$ cat src/rtl/pll_reconf_if.sv
// Handshake bundle between the PLL reconfiguration sequencer and its surroundings
// (mode source, reconfig core, PLL lock, HDMI output gating, status readback).
interface pll_reconf_if;
  logic [7:0] mode_in;
  logic       busy;
  logic       pll_locked;
  logic       write_from_rom;
  logic       reconfig;
  logic       pll_areset;
  logic       hold_output;
  logic [7:0] current_mode;
  logic       done;
  logic       error;
  logic [2:0] state_out;

  modport master (
    input  mode_in, busy, pll_locked,
    output write_from_rom, reconfig, pll_areset, hold_output,
           current_mode, done, error, state_out
  );

  modport slave (
    output mode_in, busy, pll_locked,
    input  write_from_rom, reconfig, pll_areset, hold_output,
           current_mode, done, error, state_out
  );
endinterface

$ cat src/rtl/pll_reconf_sequencer.sv
// Sequences ROM-load / reconfig handshakes for the HDMI pixel PLL on mode changes,
// supervises relock with timeout and areset retries, and gates HDMI output meanwhile.
module pll_reconf_sequencer #(
  parameter logic [31:0] LOCK_TIMEOUT    = 32'd2_000_000,
  parameter logic [4:0]  BUSY_START_WAIT = 5'd16,
  parameter logic [1:0]  MAX_RETRIES     = 2'd2,
  parameter logic [3:0]  ARESET_CYCLES   = 4'd8
) (
  input  logic         clock,
  input  logic         reset,
  pll_reconf_if.master bus
);

  typedef enum logic [2:0] {
    IDLE        = 3'd0,
    LOAD        = 3'd1,
    WAIT_LOAD   = 3'd2,
    RECONF      = 3'd3,
    WAIT_RECONF = 3'd4,
    WAIT_LOCK   = 3'd5,
    ARESET      = 3'd6,
    ERROR       = 3'd7
  } state_t;

  state_t      state_q, state_d;
  logic        boot_pending_q, boot_pending_d;
  logic [7:0]  target_q, target_d;
  logic [7:0]  current_mode_q, current_mode_d;
  logic        hold_q, hold_d;
  logic        done_q, done_d;
  logic        error_q, error_d;
  logic [1:0]  retry_q, retry_d;
  logic [4:0]  wait_cnt_q, wait_cnt_d;
  logic        busy_seen_q, busy_seen_d;
  logic [31:0] lock_cnt_q, lock_cnt_d;
  logic [3:0]  areset_cnt_q, areset_cnt_d;
  logic        lock_meta_q, lock_sync_q;

  logic        mode_changed, pending, busy_seen_now, step_done;
  logic        load_pulse, reconf_pulse;

  always_ff @(posedge clock or posedge reset) begin
    if (reset) begin
      lock_meta_q <= 1'b0;
      lock_sync_q <= 1'b0;
    end else begin
      lock_meta_q <= bus.pll_locked;
      lock_sync_q <= lock_meta_q;
    end
  end

  always_ff @(posedge clock or posedge reset) begin
    if (reset) begin
      state_q        <= IDLE;
      boot_pending_q <= 1'b1;
      target_q       <= '0;
      current_mode_q <= '0;
      hold_q         <= 1'b1;
      done_q         <= 1'b0;
      error_q        <= 1'b0;
      retry_q        <= '0;
      wait_cnt_q     <= '0;
      busy_seen_q    <= 1'b0;
      lock_cnt_q     <= '0;
      areset_cnt_q   <= '0;
    end else begin
      state_q        <= state_d;
      boot_pending_q <= boot_pending_d;
      target_q       <= target_d;
      current_mode_q <= current_mode_d;
      hold_q         <= hold_d;
      done_q         <= done_d;
      error_q        <= error_d;
      retry_q        <= retry_d;
      wait_cnt_q     <= wait_cnt_d;
      busy_seen_q    <= busy_seen_d;
      lock_cnt_q     <= lock_cnt_d;
      areset_cnt_q   <= areset_cnt_d;
    end
  end

  always_comb begin
    state_d        = state_q;
    boot_pending_d = boot_pending_q;
    target_d       = target_q;
    current_mode_d = current_mode_q;
    hold_d         = hold_q;
    done_d         = 1'b0;
    error_d        = error_q;
    retry_d        = retry_q;
    wait_cnt_d     = wait_cnt_q;
    busy_seen_d    = busy_seen_q;
    lock_cnt_d     = lock_cnt_q;
    areset_cnt_d   = areset_cnt_q;
    load_pulse     = 1'b0;
    reconf_pulse   = 1'b0;

    mode_changed  = (bus.mode_in != target_q);
    pending       = boot_pending_q | mode_changed;
    busy_seen_now = busy_seen_q | bus.busy;
    // wait_cnt counts cycles since the pulse (pulse cycle = 0), so the next
    // pulse lands exactly BUSY_START_WAIT cycles after the previous one.
    step_done     = busy_seen_now ? !bus.busy : (wait_cnt_q == BUSY_START_WAIT - 5'd1);

    case (state_q)
      IDLE: begin
        if (pending) begin
          target_d       = bus.mode_in;
          boot_pending_d = 1'b0;
          hold_d         = 1'b1;
          retry_d        = '0;
          state_d        = LOAD;
        end else begin
          hold_d = !(lock_sync_q && !error_q);
        end
      end
      LOAD, RECONF: begin
        if (!bus.busy) begin
          load_pulse   = (state_q == LOAD);
          reconf_pulse = (state_q == RECONF);
          wait_cnt_d   = 5'd1;
          busy_seen_d  = 1'b0;
          state_d      = (state_q == LOAD) ? WAIT_LOAD : WAIT_RECONF;
        end
      end
      WAIT_LOAD, WAIT_RECONF: begin
        busy_seen_d = busy_seen_now;
        if (step_done) begin
          lock_cnt_d = '0;
          state_d    = (state_q == WAIT_LOAD) ? RECONF : WAIT_LOCK;
        end else if (wait_cnt_q != '1) begin
          wait_cnt_d = wait_cnt_q + 5'd1;
        end
      end
      WAIT_LOCK: begin
        if (mode_changed) begin
          target_d = bus.mode_in;
          retry_d  = '0;
          state_d  = LOAD;
        end else if (lock_sync_q) begin
          current_mode_d = target_q;
          done_d         = 1'b1;
          error_d        = 1'b0;
          state_d        = IDLE;
        end else if (lock_cnt_q == LOCK_TIMEOUT - 32'd1) begin
          if (retry_q < MAX_RETRIES) begin
            retry_d      = retry_q + 2'd1;
            areset_cnt_d = '0;
            state_d      = ARESET;
          end else begin
            error_d = 1'b1;
            state_d = ERROR;
          end
        end else if (lock_cnt_q != '1) begin
          lock_cnt_d = lock_cnt_q + 32'd1;
        end
      end
      ARESET: begin
        if (areset_cnt_q == ARESET_CYCLES - 4'd1) begin
          state_d = LOAD;
        end else begin
          areset_cnt_d = areset_cnt_q + 4'd1;
        end
      end
      ERROR: begin
        hold_d  = 1'b1;
        error_d = 1'b1;
        if (mode_changed) begin
          target_d = bus.mode_in;
          retry_d  = '0;
          state_d  = LOAD;
        end
      end
      default: state_d = IDLE;
    endcase
  end

  assign bus.write_from_rom = load_pulse;
  assign bus.reconfig       = reconf_pulse;
  assign bus.pll_areset     = (state_q == ARESET);
  assign bus.hold_output    = hold_q;
  assign bus.current_mode   = current_mode_q;
  assign bus.done           = done_q;
  assign bus.error          = error_q;
  assign bus.state_out      = state_q;

endmodule
$ cat src/flat_wrapper.sv
// flat-port wrapper written by rule: the top's interface ports become plain ports
module pll_reconf_sequencer_flat 
#(
  parameter logic [31:0] LOCK_TIMEOUT    = 32'd2_000_000,
  parameter logic [4:0]  BUSY_START_WAIT = 5'd16,
  parameter logic [1:0]  MAX_RETRIES     = 2'd2,
  parameter logic [3:0]  ARESET_CYCLES   = 4'd8
)
  (clock, reset, bus_mode_in, bus_busy, bus_pll_locked, bus_write_from_rom, bus_reconfig, bus_pll_areset, bus_hold_output, bus_current_mode, bus_done, bus_error, bus_state_out);
  pll_reconf_if bus_i ();
  input  logic clock;
  input  logic reset;
  input wire logic [$bits(bus_i.mode_in)-1:0] bus_mode_in;
  input wire logic [$bits(bus_i.busy)-1:0] bus_busy;
  input wire logic [$bits(bus_i.pll_locked)-1:0] bus_pll_locked;
  output wire logic [$bits(bus_i.write_from_rom)-1:0] bus_write_from_rom;
  output wire logic [$bits(bus_i.reconfig)-1:0] bus_reconfig;
  output wire logic [$bits(bus_i.pll_areset)-1:0] bus_pll_areset;
  output wire logic [$bits(bus_i.hold_output)-1:0] bus_hold_output;
  output wire logic [$bits(bus_i.current_mode)-1:0] bus_current_mode;
  output wire logic [$bits(bus_i.done)-1:0] bus_done;
  output wire logic [$bits(bus_i.error)-1:0] bus_error;
  output wire logic [$bits(bus_i.state_out)-1:0] bus_state_out;
  assign bus_i.mode_in = bus_mode_in;
  assign bus_i.busy = bus_busy;
  assign bus_i.pll_locked = bus_pll_locked;
  assign bus_write_from_rom = bus_i.write_from_rom;
  assign bus_reconfig = bus_i.reconfig;
  assign bus_pll_areset = bus_i.pll_areset;
  assign bus_hold_output = bus_i.hold_output;
  assign bus_current_mode = bus_i.current_mode;
  assign bus_done = bus_i.done;
  assign bus_error = bus_i.error;
  assign bus_state_out = bus_i.state_out;
  pll_reconf_sequencer #(.LOCK_TIMEOUT(LOCK_TIMEOUT), .BUSY_START_WAIT(BUSY_START_WAIT), .MAX_RETRIES(MAX_RETRIES), .ARESET_CYCLES(ARESET_CYCLES)) u_core (.clock(clock), .reset(reset), .bus(bus_i));
endmodule
$ cat config.mk
export PLATFORM = sky130hd
export DESIGN_NAME = pll_reconf_sequencer_flat
export DESIGN_NICKNAME = d
export VERILOG_FILES = /design/src/rtl/pll_reconf_if.sv /design/src/rtl/pll_reconf_sequencer.sv /design/src/flat_wrapper.sv
export SDC_FILE = /design/constraint.sdc
export NUM_CORES = 1
export LEC_CHECK = 0
export CORE_AREA = 2 2 85 87
export CTS_BUF_LIST = sky130_fd_sc_hd__clkbuf_8
export CTS_CLUSTER_DIAMETER = 80
export DETAILED_ROUTE_END_ITERATION = 10
export DIE_AREA = 0 0 87 89
export PLACE_DENSITY = 0.79
export SLEW_MARGIN = 20
export SYNTH_ARGS = -nofsm -noshare
export SYNTH_HDL_FRONTEND = slang
export SYNTH_SLANG_ARGS = --single-unit
export TNS_END_PERCENT = 5
$ cat constraint.sdc
create_clock -name clock -period 4.6 [get_ports clock]
set_input_delay 0.92 -clock clock [delete_from_list [all_inputs] [get_ports clock]]
set_output_delay 0.92 -clock clock [all_outputs]
set_load 0.005 [all_outputs]
==> results.md <==
- DRT Wirelength: 9240 um
- Tightest Pin Transition: 941 ps
- Psw: 0.000688 W
- CTS root buf: clkbuf_8
- Post-synth EDFFs: 0
- NumNets Final: 435
- Slowest-stage cell, CP: clkdlybuf4s50_1
- Worst vdd ir: 0.000381 V
- Clk sinks: 69
- Setup bufs post-CTS: 0
- Async SR Flop Fraction: 1.00
- Crit. End Element: primary output
- Clock power share: 0.239
- Period utilisation layout: 0.741
- Internal Dissipation: 0.00119 W
- Synth warn: 0
- Total power: 0.00187 W
- Via density: 6.82
- Cell Pwr Density: 421 mW/mm2
- Slew Viols, Final: 0
- Initial antenna violation count: 0
- Detail Route Antenna Nets: 0
- Pre-Repair DR Iteration Count: 7
- Core Rows: 30
- Reg2Reg Depth: 7
- CP Max Fanout: 8
- CP Launch Point: bus_busy
- Clock Latency Late Sink: 360 ps
- Status: finished, final reports clean
- Area Growth Syn to Fin: 12.7%
- Worst EP arrival: 2490 ps
- Quantity of I/O buffers inserted on ports: 28
- Max Fclk: 293 MHz
- Core ar.: 0.00672 mm2
- HPWL Detailed: 6070 um
- Hold Path Class: reg -> reg
- Fin Setup TNS: 0 ps
- Crit-path cells: clkdlybuf4s50_1 -> inv_1 -> and3_1 -> nand2b_1 -> inv_1 -> clkdlybuf4s50_1
- Unique masters post-synth: 63
- Syn_area_per_cell: 9.92 um2
- Worst r2r src: u_core.bus.state_out[1]
- GRT overflow: 0
- GP Congestion: 0.821
- Syn Std Cell Area: 0.00395 mm2
- Hold Fails Final Rpt: 0
- Primary FF master, synth: dfrtp_1
- Max Buffers Root-to-Sink: 2
- Flop pwr share: 0.447
- Clock Skews: 10.9 ps
- Fraction of final layout cells sized beyond drive strength 1: 0.151
- DIE WIDTH: 87 um
- Reg clk slew, reported paths: 80 ps
- Critical path class: in -> out
- DRT iter0 DRCs: 351
- Drt wl/cell: 18.4 um
- Core Util, Final: 0.663
- Largest net degree at the start of global routing: 38
- Cell count after synthesis: 398
- Worst R2R Setup Slack: 1990 ps
- Vias in the first global route: 3342
- H-tree levels: 3
- DRC: 0
- PostCTS Resize Cnt: 0
- CP peak stage delay: 490 ps
- Area of the die: 0.00774 mm2
- Initial Util: 0.588
- Placed cell count: 487
- First-pass GRT wire length: 15600 um
- Combinational share of power: 0.314
- Setup violators final: 0
- Net switching share of the total power: 0.367
- Number of diodes: 0
- Total CTS buffers: 9
- Tmin final: 3410 ps
- Vias: 3428
- Max-slew headroom: 0.367
- Max Cap Violations: 0
- CP Launch Type: input port
- Die Ht: 89 um
- FF-to-FF End: u_core.lock_cnt_q[29]
- CTS tree: done
- Worst path required time: 3680 ps
- GRT Total Usage: 0.257
- RSZ-0062 raised after global routing: false
- Ports: 29
- Hold_buf cts: 0
- # fillers: 545
- Sequential fraction of the synthesis area: 0.438
- Min Hold Slack: 373 ps
- Critical Path Sink: bus_write_from_rom
- Seq cells post-synth: 69
- Fin cells: 503
- Syn nets: 415
- Lkg Pwr: 1.89 nW
## layout make-up
| class | count | area [um2] | area share |
|---|---|---|---|
| well taps | 80 | 100 | 0.0225 |
| clock buffers | 9 | 124 | 0.0278 |
| flip-flops and latches | 69 | 1730 | 0.388 |
| repair buffers | 34 | 325 | 0.0731 |
| inverters | 14 | 52.6 | 0.0118 |
| clock inverters | 7 | 50.0 | 0.0112 |
| multi-input cells | 290 | 2070 | 0.465 |
## cell usage after synthesis, drive strengths merged, types with 2 or more instances
master / count / share of area
a21o: 11 / 0.021
a21oi: 17 / 0.022
a31oi: 39 / 0.062
a41oi: 12 / 0.027
and2: 9 / 0.014
and3: 12 / 0.019
and4: 4 / 0.0089
buf: 12 / 0.015
clkbuf: 13 / 0.013
dfrtp: 67 / 0.42
dfstp: 2 / 0.013
ha: 5 / 0.016
inv: 14 / 0.013
mux2: 17 / 0.048
mux2i: 3 / 0.0076
nand2: 23 / 0.022
nand2b: 6 / 0.0095
nand3: 11 / 0.015
nand4: 15 / 0.029
nor2: 19 / 0.019
nor3: 8 / 0.010
nor4: 13 / 0.033
nor4b: 6 / 0.013
o21a: 10 / 0.019
o21ai: 9 / 0.012
o22ai: 3 / 0.0048
o31ai: 3 / 0.0092
o41ai: 2 / 0.0044
or4: 5 / 0.012
xor2: 10 / 0.022
## cell usage in the layout (no fill, tap or decap), types with 4 or more instances in the layout
master and instances:
inv_1 12, o21a_1 10, and2_1 8, and3_1 12
nand4_1 13, buf_4 6, nand3_1 10, dfrtp_1 67
nand2_1 23, ha_1 5, clkdlybuf4s50_1 28, clkbuf_8 9
nor2_1 17, nor3_1 8, xor2_1 10, nand2b_1 6
a21oi_1 16, a31oi_1 39, o21ai_0 7, a21o_1 11
nor4_1 8, a41oi_1 12, and4_1 4, nor4b_1 6
mux2_2 16
## through the flow
step / cell area, um2 / setup slack (ps)
4_1_cts: 4450 / 1190
3_5_place_dp: 4280 / 1120
2_1_floorplan: 3950 / 1940
6_report: 4450 / 1190
5_1_grt: 4450 / 1090
3_3_place_gp: 4280 / 1200
## per-layer routing
layer / GRT usage / share of wire / vias to the layer above
met5: 0 / 0 / -
met4: 0.131 / 0.021 / 0
met3: 0.0434 / 0.058 / 26
met2: 0.422 / 0.51 / 133
met1: 0.329 / 0.41 / 1703
li1: - / - / 1566
## logic make-up after synthesis
| group | count (synthesis) | synth area share |
|---|---|---|
| AO/OA/AOI/OAI | 116 | 0.204 |
| flip-flops | 69 | 0.438 |
| multiplexers | 20 | 0.0561 |
| AND/OR/NAND/NOR | 138 | 0.221 |
| XOR/XNOR | 11 | 0.0244 |
| buffers and inverters | 39 | 0.0405 |
| adder cells (fa/ha/maj) | 5 | 0.0158 |
## power groups by stage
stage | Combinational (W) | Sequential, W | Clock, W
after global placement | 0.000562 | 0.000835 | 0
after CTS | 0.000590 | 0.000836 | 0.000455
after detailed placement | 0.000582 | 0.000842 | 0
after floorplan | 0.000452 | 0.000794 | 0
after global routing | 0.000655 | 0.000854 | 0.000483
final | 0.000588 | 0.000837 | 0.000448
## state kept, by name, indices dropped and copies added, names as in the netlist
| register | flops |
|---|---|
| u_core.target_q | 8 |
| u_core.bus.current_mode | 8 |
| u_core.retry_q | 2 |
| u_core.lock_cnt_q | 32 |
| u_core.lock_meta_q | 1 |
| u_core.wait_cnt_q | 5 |
| u_core.bus.error | 1 |
| u_core.bus.hold_output | 1 |
| u_core.areset_cnt_q | 4 |
| u_core.busy_seen_q | 1 |
| u_core.bus.state_out | 3 |
| u_core.bus.done | 1 |
| u_core.boot_pending_q | 1 |
| u_core.lock_sync_q | 1 |
## how the worst min path moves through the flow
stage / to / startpoint / slack (ps) / cells past startpoint
after detailed placement: u_core.lock_sync_q / u_core.lock_meta_q / 340 / 0
after floorplan: u_core.lock_sync_q / u_core.lock_meta_q / 330 / 0
after global placement: u_core.lock_sync_q / u_core.lock_meta_q / 330 / 0
after CTS: u_core.lock_sync_q / u_core.lock_meta_q / 370 / 0
after global routing: u_core.lock_sync_q / u_core.lock_meta_q / 380 / 0
final: u_core.lock_sync_q / u_core.lock_meta_q / 370 / 0
## worst max-delay path: cells and delay by family
kind | cells | cell delay (ps)
buffers and inverters | 4 | 1100
and+or+nand+nor | 2 | 460
(Power assumes the default switching activity.)
